File: src/rtl/pipe_ctrl.sv
// Pipeline hazard/redirect controller: load-use bubbles, memory-wait holds,
// branch redirects and drained interrupt entry. Optional counters: PIPE_CTRL_PERF_EN.
module pipe_ctrl #(
    parameter int unsigned DRAIN_DEPTH = 2
) (
    input  logic        clk,
    input  logic        rst,
    input  logic [4:0]  id_rs1_raddr,
    input  logic [4:0]  id_rs2_raddr,
    input  logic [4:0]  ex_rd_waddr,
    input  logic        ex_is_load,
    input  logic        ex_branch_taken,
    input  logic [31:0] ex_branch_addr,
    input  logic        mem_busy,
    input  logic        irq_req,
    input  logic [31:0] trap_vec,
    output logic        hold_pc,
    output logic        hold_ifid,
    output logic        hold_idex,
    output logic        hold_exmem,
    output logic        flush_ifid,
    output logic        flush_idex,
    output logic        jump_en,
    output logic [31:0] jump_addr,
    output logic        irq_ack,
    output logic [31:0] stall_cnt,
    output logic [31:0] flush_cnt
);

    typedef enum logic [1:0] {
        RUN   = 2'd0,
        MWAIT = 2'd1,
        DRAIN = 2'd2,
        TRAP  = 2'd3
    } state_t;

    localparam logic [2:0] DRAIN_INIT = 3'(DRAIN_DEPTH);

    state_t     state, state_nxt;
    logic [2:0] drain_cnt, drain_cnt_nxt;
    logic       load_use;

    assign load_use = ex_is_load && (ex_rd_waddr != 5'd0) &&
                      ((ex_rd_waddr == id_rs1_raddr) || (ex_rd_waddr == id_rs2_raddr));

    always_ff @(posedge clk or posedge rst) begin
        if (rst) begin
            state     <= RUN;
            drain_cnt <= 3'd0;
        end else begin
            state     <= state_nxt;
            drain_cnt <= drain_cnt_nxt;
        end
    end

    always_comb begin
        state_nxt     = state;
        drain_cnt_nxt = drain_cnt;
        hold_pc       = 1'b0;
        hold_ifid     = 1'b0;
        hold_idex     = 1'b0;
        hold_exmem    = 1'b0;
        flush_ifid    = 1'b0;
        flush_idex    = 1'b0;
        jump_en       = 1'b0;
        jump_addr     = 32'd0;
        irq_ack       = 1'b0;

        if (!rst) begin
            if (mem_busy) begin
                // Whole pipe freezes; only RUN records that it is waiting.
                hold_pc    = 1'b1;
                hold_ifid  = 1'b1;
                hold_idex  = 1'b1;
                hold_exmem = 1'b1;
                if (state == RUN) begin
                    state_nxt = MWAIT;
                end
            end else begin
                case (state)
                    RUN, MWAIT: begin
                        if (ex_branch_taken) begin
                            jump_en    = 1'b1;
                            jump_addr  = ex_branch_addr;
                            flush_ifid = 1'b1;
                            flush_idex = 1'b1;
                        end else if (state == RUN && irq_req) begin
                            state_nxt     = DRAIN;
                            drain_cnt_nxt = DRAIN_INIT;
                        end else if (load_use) begin
                            hold_pc    = 1'b1;
                            hold_ifid  = 1'b1;
                            flush_idex = 1'b1;
                        end
                        if (state == MWAIT) begin
                            state_nxt = RUN;
                        end
                    end

                    DRAIN: begin
                        if (ex_branch_taken) begin
                            jump_en    = 1'b1;
                            jump_addr  = ex_branch_addr;
                            flush_ifid = 1'b1;
                            flush_idex = 1'b1;
                        end else if (load_use) begin
                            hold_pc    = 1'b1;
                            hold_ifid  = 1'b1;
                            flush_idex = 1'b1;
                        end else begin
                            hold_pc    = 1'b1;
                            flush_ifid = 1'b1;
                        end
                        // Trap entry is committed once draining starts; irq_req is not re-checked.
                        if (drain_cnt <= 3'd1) begin
                            state_nxt     = TRAP;
                            drain_cnt_nxt = 3'd0;
                        end else begin
                            drain_cnt_nxt = drain_cnt - 3'd1;
                        end
                    end

                    TRAP: begin
                        jump_en    = 1'b1;
                        jump_addr  = trap_vec;
                        irq_ack    = 1'b1;
                        flush_ifid = 1'b1;
                        flush_idex = 1'b1;
                        state_nxt  = RUN;
                    end

                    default: begin
                        state_nxt = RUN;
                    end
                endcase
            end
        end
    end

`ifdef PIPE_CTRL_PERF_EN
    logic [31:0] stall_q, flush_q;

    always_ff @(posedge clk or posedge rst) begin
        if (rst) begin
            stall_q <= 32'd0;
            flush_q <= 32'd0;
        end else begin
            if (hold_pc && (stall_q != 32'hFFFF_FFFF)) begin
                stall_q <= stall_q + 32'd1;
            end
            if (flush_idex && (flush_q != 32'hFFFF_FFFF)) begin
                flush_q <= flush_q + 32'd1;
            end
        end
    end

    assign stall_cnt = stall_q;
    assign flush_cnt = flush_q;
`else
    assign stall_cnt = 32'd0;
    assign flush_cnt = 32'd0;
`endif

endmodule

File: config.mk
export PLATFORM = sky130hd
export DESIGN_NAME = pipe_ctrl
export DESIGN_NICKNAME = d
export VERILOG_FILES = /design/src/rtl/pipe_ctrl.sv
export SDC_FILE = /design/constraint.sdc
export NUM_CORES = 1
export LEC_CHECK = 0
export ABC_AREA = 1
export BUFFER_PORTS_ARGS = -buffer_cell sky130_fd_sc_hd__buf_2
export CAP_MARGIN = 15
export CORE_MARGIN = 10
export CORE_UTILIZATION = 37
export DETAILED_ROUTE_END_ITERATION = 16
export PLACE_DENSITY = 0.92
export SLEW_MARGIN = 20
export SYNTH_ARGS = -nofsm -noshare
export SYNTH_HDL_FRONTEND = slang
export SYNTH_SLANG_ARGS = --single-unit
File: constraint.sdc
create_clock -name clk -period 3.7 [get_ports clk]
set_clock_uncertainty 0.1 [all_clocks]
set_input_delay 0.555 -clock clk [delete_from_list [all_inputs] [get_ports clk]]
set_output_delay 0.555 -clock clk [all_outputs]
set_load 0.01 [all_outputs]
Word-level counts from Yosys, hierarchy flattened
Index checks and enable logic that the tools add are counted.

cells by class
  $add $sub $neg = 1
  multiply operators = 0
  divide/modulo/power cells = 0
  order comparisons = 1
  equality and inequality tests = 11
  shifts and indexed selects = 0
  mux-type cells = 45
  bitwise gates (word level) = 2
  reductions and logical operators = 11

operators with widths
  kind                                                                   count
  32-bit 2-to-1 mux                                                      3
  32-bit case mux with 2 select lines                                    1
  1-bit 2-to-1 mux                                                       25
  2-bit 2-to-1 mux                                                       6
  5-bit == test                                                          2
  5-bit AND reduction                                                    2
  3-bit 2-to-1 mux                                                       3
  4-bit != test, second input constant                                   2
  1-bit case mux with 2 select lines                                     3
  1-bit case mux with 3 select lines                                     2
  2-bit case mux with 3 select lines                                     1
  3-bit case mux with 2 select lines                                     1
  5-bit nonzero test                                                     1
  2-bit == test, second input constant                                   2
  2-bit != test, second input constant                                   2
  3-bit by 1-bit <= comparator with 1-bit output, second input constant  1
  1-bit logical AND                                                      3
  3-bit != test, second input constant                                   1
  3-bit OR reduction                                                     1
  3-bit by 1-bit subtractor with 3-bit output, second input constant     1
  2-bit by 1-bit == test with 1-bit output, second input constant        1
  2-bit zero test                                                        1
  2-bit by 1-bit != test with 1-bit output, second input constant        1
  1-bit NOT                                                              2
  other kinds (3)                                                        3

word-level totals
  flip-flop bits (word level) = 5
  bits in latches = 0
  bits in writable memories = 0
  ROM bits = 0
  word-level logic and storage cells = 73
  memories = 0

Depth between registers and ports, before layout
  depth after elaboration = 9
  mapped depth = 10
  mapped depth without buffers = 10

Worst setup path before layout
Ideal clock, no wire load.

  path type = input port to output port
  start = in rst
  end = out jump_addr[0]
  arrival = 1325 ps
  data required time = 3045 ps
  slack = 1720 ps
  stages = 4
  path through = clkinv_1 > clkbuf_1 > nand2_1 > o21ai_1

between the ends
  cells in the longest elaborated chain, start to end = 1

ends and longest elaborated chain
  what               line  RTL
  start, declared    7     input logic rst,
  32-bit 2-to-1 mux  69    if (!rst) begin
  end, declared      24    output logic [31:0] jump_addr,

Every way passes these cells.

Worst setup path after layout
  start = in rst
  end = out jump_addr[5]

The elaborated chain is that of the path after synthesis.

==> flow_metrics.py <==
metrics = {
    "worst_setup_path": {
        "worstSetupStartpointType": "input port",
        "crit_path_top_delay_cell": "clkinv_1",
        "crit_path_end_kind": "output port",
        "critical_path.cell_chain": "buf_2 > clkinv_1 > buf_4 > nand2_1 > o21ai_1 > buf_2",
        "cpMostUsedCell": "buf_2",
        "crit_required_ps": 3040,
        "cp_data_arrival_time_ps": 1930,
        "cp_slowest_stage_delay_ps": 500,
        "worstPathMaxFanout": 22,
        "worstSetupPathType": "input port to output port",
    },
    "timing": {
        "fin_crit_ps": 2590,
        "post-route-period-util": 0.699,
        "setup_viol_count_final": 0,
        "worst_pin_slew_ps": 938,
        "fin_tns_setup_ps": 0,
        "rsz0062_at_grt": "false",
        "hold_viol_final": 0,
        "fmaxAchievable_mhz": 387,
        "final_max_slew_viol_count": 0,
        "slew_headroom": 0.373,
    },
    "detailed_routing": {
        "finalWirelength_mm": 6.20,
        "drtPass1Iterations": 4,
        "route.detailed.drc": 0,
        "vias": 1942,
        "vias_per_cell": 4.23,
        "routedWlPerCell_um": 13.5,
        "ant_nets": 0,
        "drt_iter0_markers": 54,
    },
    "placement": {
        "hpwl_mm": 5.52,
        "numPortBuffers": 124,
        "gp_congestion": 0.773,
        "place_area_um2": 1990,
    },
    "floorplanning": {
        "die_area_um2": 7380,
        "ios": 189,
        "die_h_um": 85.9,
        "initial_core_util": 0.393,
        "num_rows": 23,
        "die_w_um": 85.9,
        "core_region_area_um2": 4090,
    },
    "clock_network": {
        "numCtsBuffers": 3,
        "cts_tree": "yes",
        "cts_root_buf": "clkbuf_8",
        "clkLatencyLatePin_ps": 230,
        "cts_max_level": 1,
        "cts_setup_buffers": 0,
        "ctsHoldBuffers": 0,
        "clkTransAtPathRegs_ps": 40,
        "clock_path_buffers": 2,
        "clock_sinks": 5,
        "cts_resized": 0,
    },
    "pwr": {
        "p_per_area_nw_per_um2": 282,
        "irDropWorstVdd_uv": 175,
        "p_leak_nw": 1.33,
    },
    "grt": {
        "grtUsageMet2": 0.295,
        "use_met1": 0.141,
        "grtUsageTotal": 0.150,
        "antenna_found_initial": 0,
        "use_met3": 0.0568,
        "grt_max_degree": 34,
        "first_global_vias": 1949,
        "overflow": 0,
        "grt_pass1_wl_mm": 9.39,
        "busiest_layer": "met2",
    },
    "finish": {
        "area_growth_pct": 26.4,
        "diodes": 0,
        "fin_area_um2": 2030,
        "nNetsFinal": 497,
        "drive_above_1_share": 0.357,
    },
    "logic_synthesis": {
        "syn-instance-count": 291,
        "ys_seq_area_frac": 0.0779,
        "syn_avg_cell_area_um2": 5.52,
        "yosys_warnings": 0,
        "ys_types": 27,
        "synth_top_area_share": 0.304,
        "synth_area_um2": 1610,
        "yosysTopAreaCell": "buf_4",
        "ys_ff_latch": 5,
        "netlist_top_cells_area": "buf_4, nand2_1, o21ai_1",
    },
    "status": {
        "run_status": "finished clean",
    },
    "hold_path": {
        "hp-class": "input port to asynchronous set/reset pin",
    },
    "job": {
        "drv_cap": 0,
    },
}
[where the power goes]
part	switching, W	internal, W	total [W]
clock network	0.0000328	0.0000745	0.000107
logic	0.000228	0.000129	0.000357
registers	0.0000271	0.0000811	0.000108
[kinds of logic after synthesis]
logic type | after synthesis | synth area share
and+or+nand+nor | 131 | 0.326
xor gates and xnor gates | 2 | 0.0109
buffers and inverters | 104 | 0.411
other | 1 | 0.00233
DFF | 5 | 0.0779
AOI/OAI and AO/OA | 46 | 0.156
adders and majority gates | 2 | 0.0156
[worst max-delay path: cells and delay by family]
family	cells	cell delay [ps]
AND/OR/NAND/NOR	1	80
buffers and inverters	4	1230
AO/OA/AOI/OAI	1	60
[Yosys cell counts (all sizes together)]
library cell  number
a21boi             1
a21oi              3
buf               71
clkbuf             3
clkinv             1
conb               1
dfrtp              5
ha                 2
inv               29
nand2            104
nand3              7
nand4              1
nor2              18
nor3               1
o211ai             1
o21ai             40
o21bai             1
xnor2              2
[final timing paths]
check                                   from  slack, ps      endpoint  depth (start not counted)
worst max-delay path                     rst       1110  jump_addr[5]                          6
worst min-delay path                     rst        260      state[1]                          2
worst min register to register  drain_cnt[2]        480  drain_cnt[2]                          2
worst max register to register  drain_cnt[1]       2220      state[1]                         10
max in group asynchronous                rst       2930  drain_cnt[1]                          2
min in group clk                drain_cnt[2]        480  drain_cnt[2]                          2
[metal layers]
metal / wire (µm) / share of wire / vias up
met2: 3420 / 0.55 / 109
met1: 2040 / 0.33 / 828
met4: 60 / 0.0097 / 0
met3: 674 / 0.11 / 6
met5: 0 / 0 / -
li1: - / - / 999
[cell type report]
cell class | instances | area, µm²
clock buffer | 4 | 45.0
tap | 50 | 62.6
sequential | 5 | 125
inverter | 30 | 113
timing repair buffer | 125 | 628
fill | 438 | 2060
multi-input combinational | 245 | 1060
[flip-flops by register name, summed over array words and instances, names as in the netlist]
signal     flops
drain_cnt      3
state          2
[layout by cell type (no fill, tap or decap), types with 2 or more instances in the layout]
cell type / instances
a21oi_1: 2
buf_2: 124
clkbuf_8: 3
conb_1: 64
dfrtp_1: 5
ha_1: 2
inv_1: 21
inv_2: 8
nand2_1: 102
nand2_2: 2
nand3_1: 6
nor2_1: 14
nor2_2: 4
o21ai_0: 13
o21ai_1: 26
xnor2_1: 2
[per-stage QoR]
stage	setup slack, ps	power [W]	utilization	cells	hold slack, ps
floorplan	1720	0.000393	-	354	423
global placement	1080	0.000449	0.486	455	443
detailed placement	1070	0.000461	0.486	455	467
CTS	1070	0.000572	0.497	459	259
global route	838	0.000625	0.497	459	313
finish	1110	0.000572	0.497	459	262
Power figures use the tool's default switching activity.
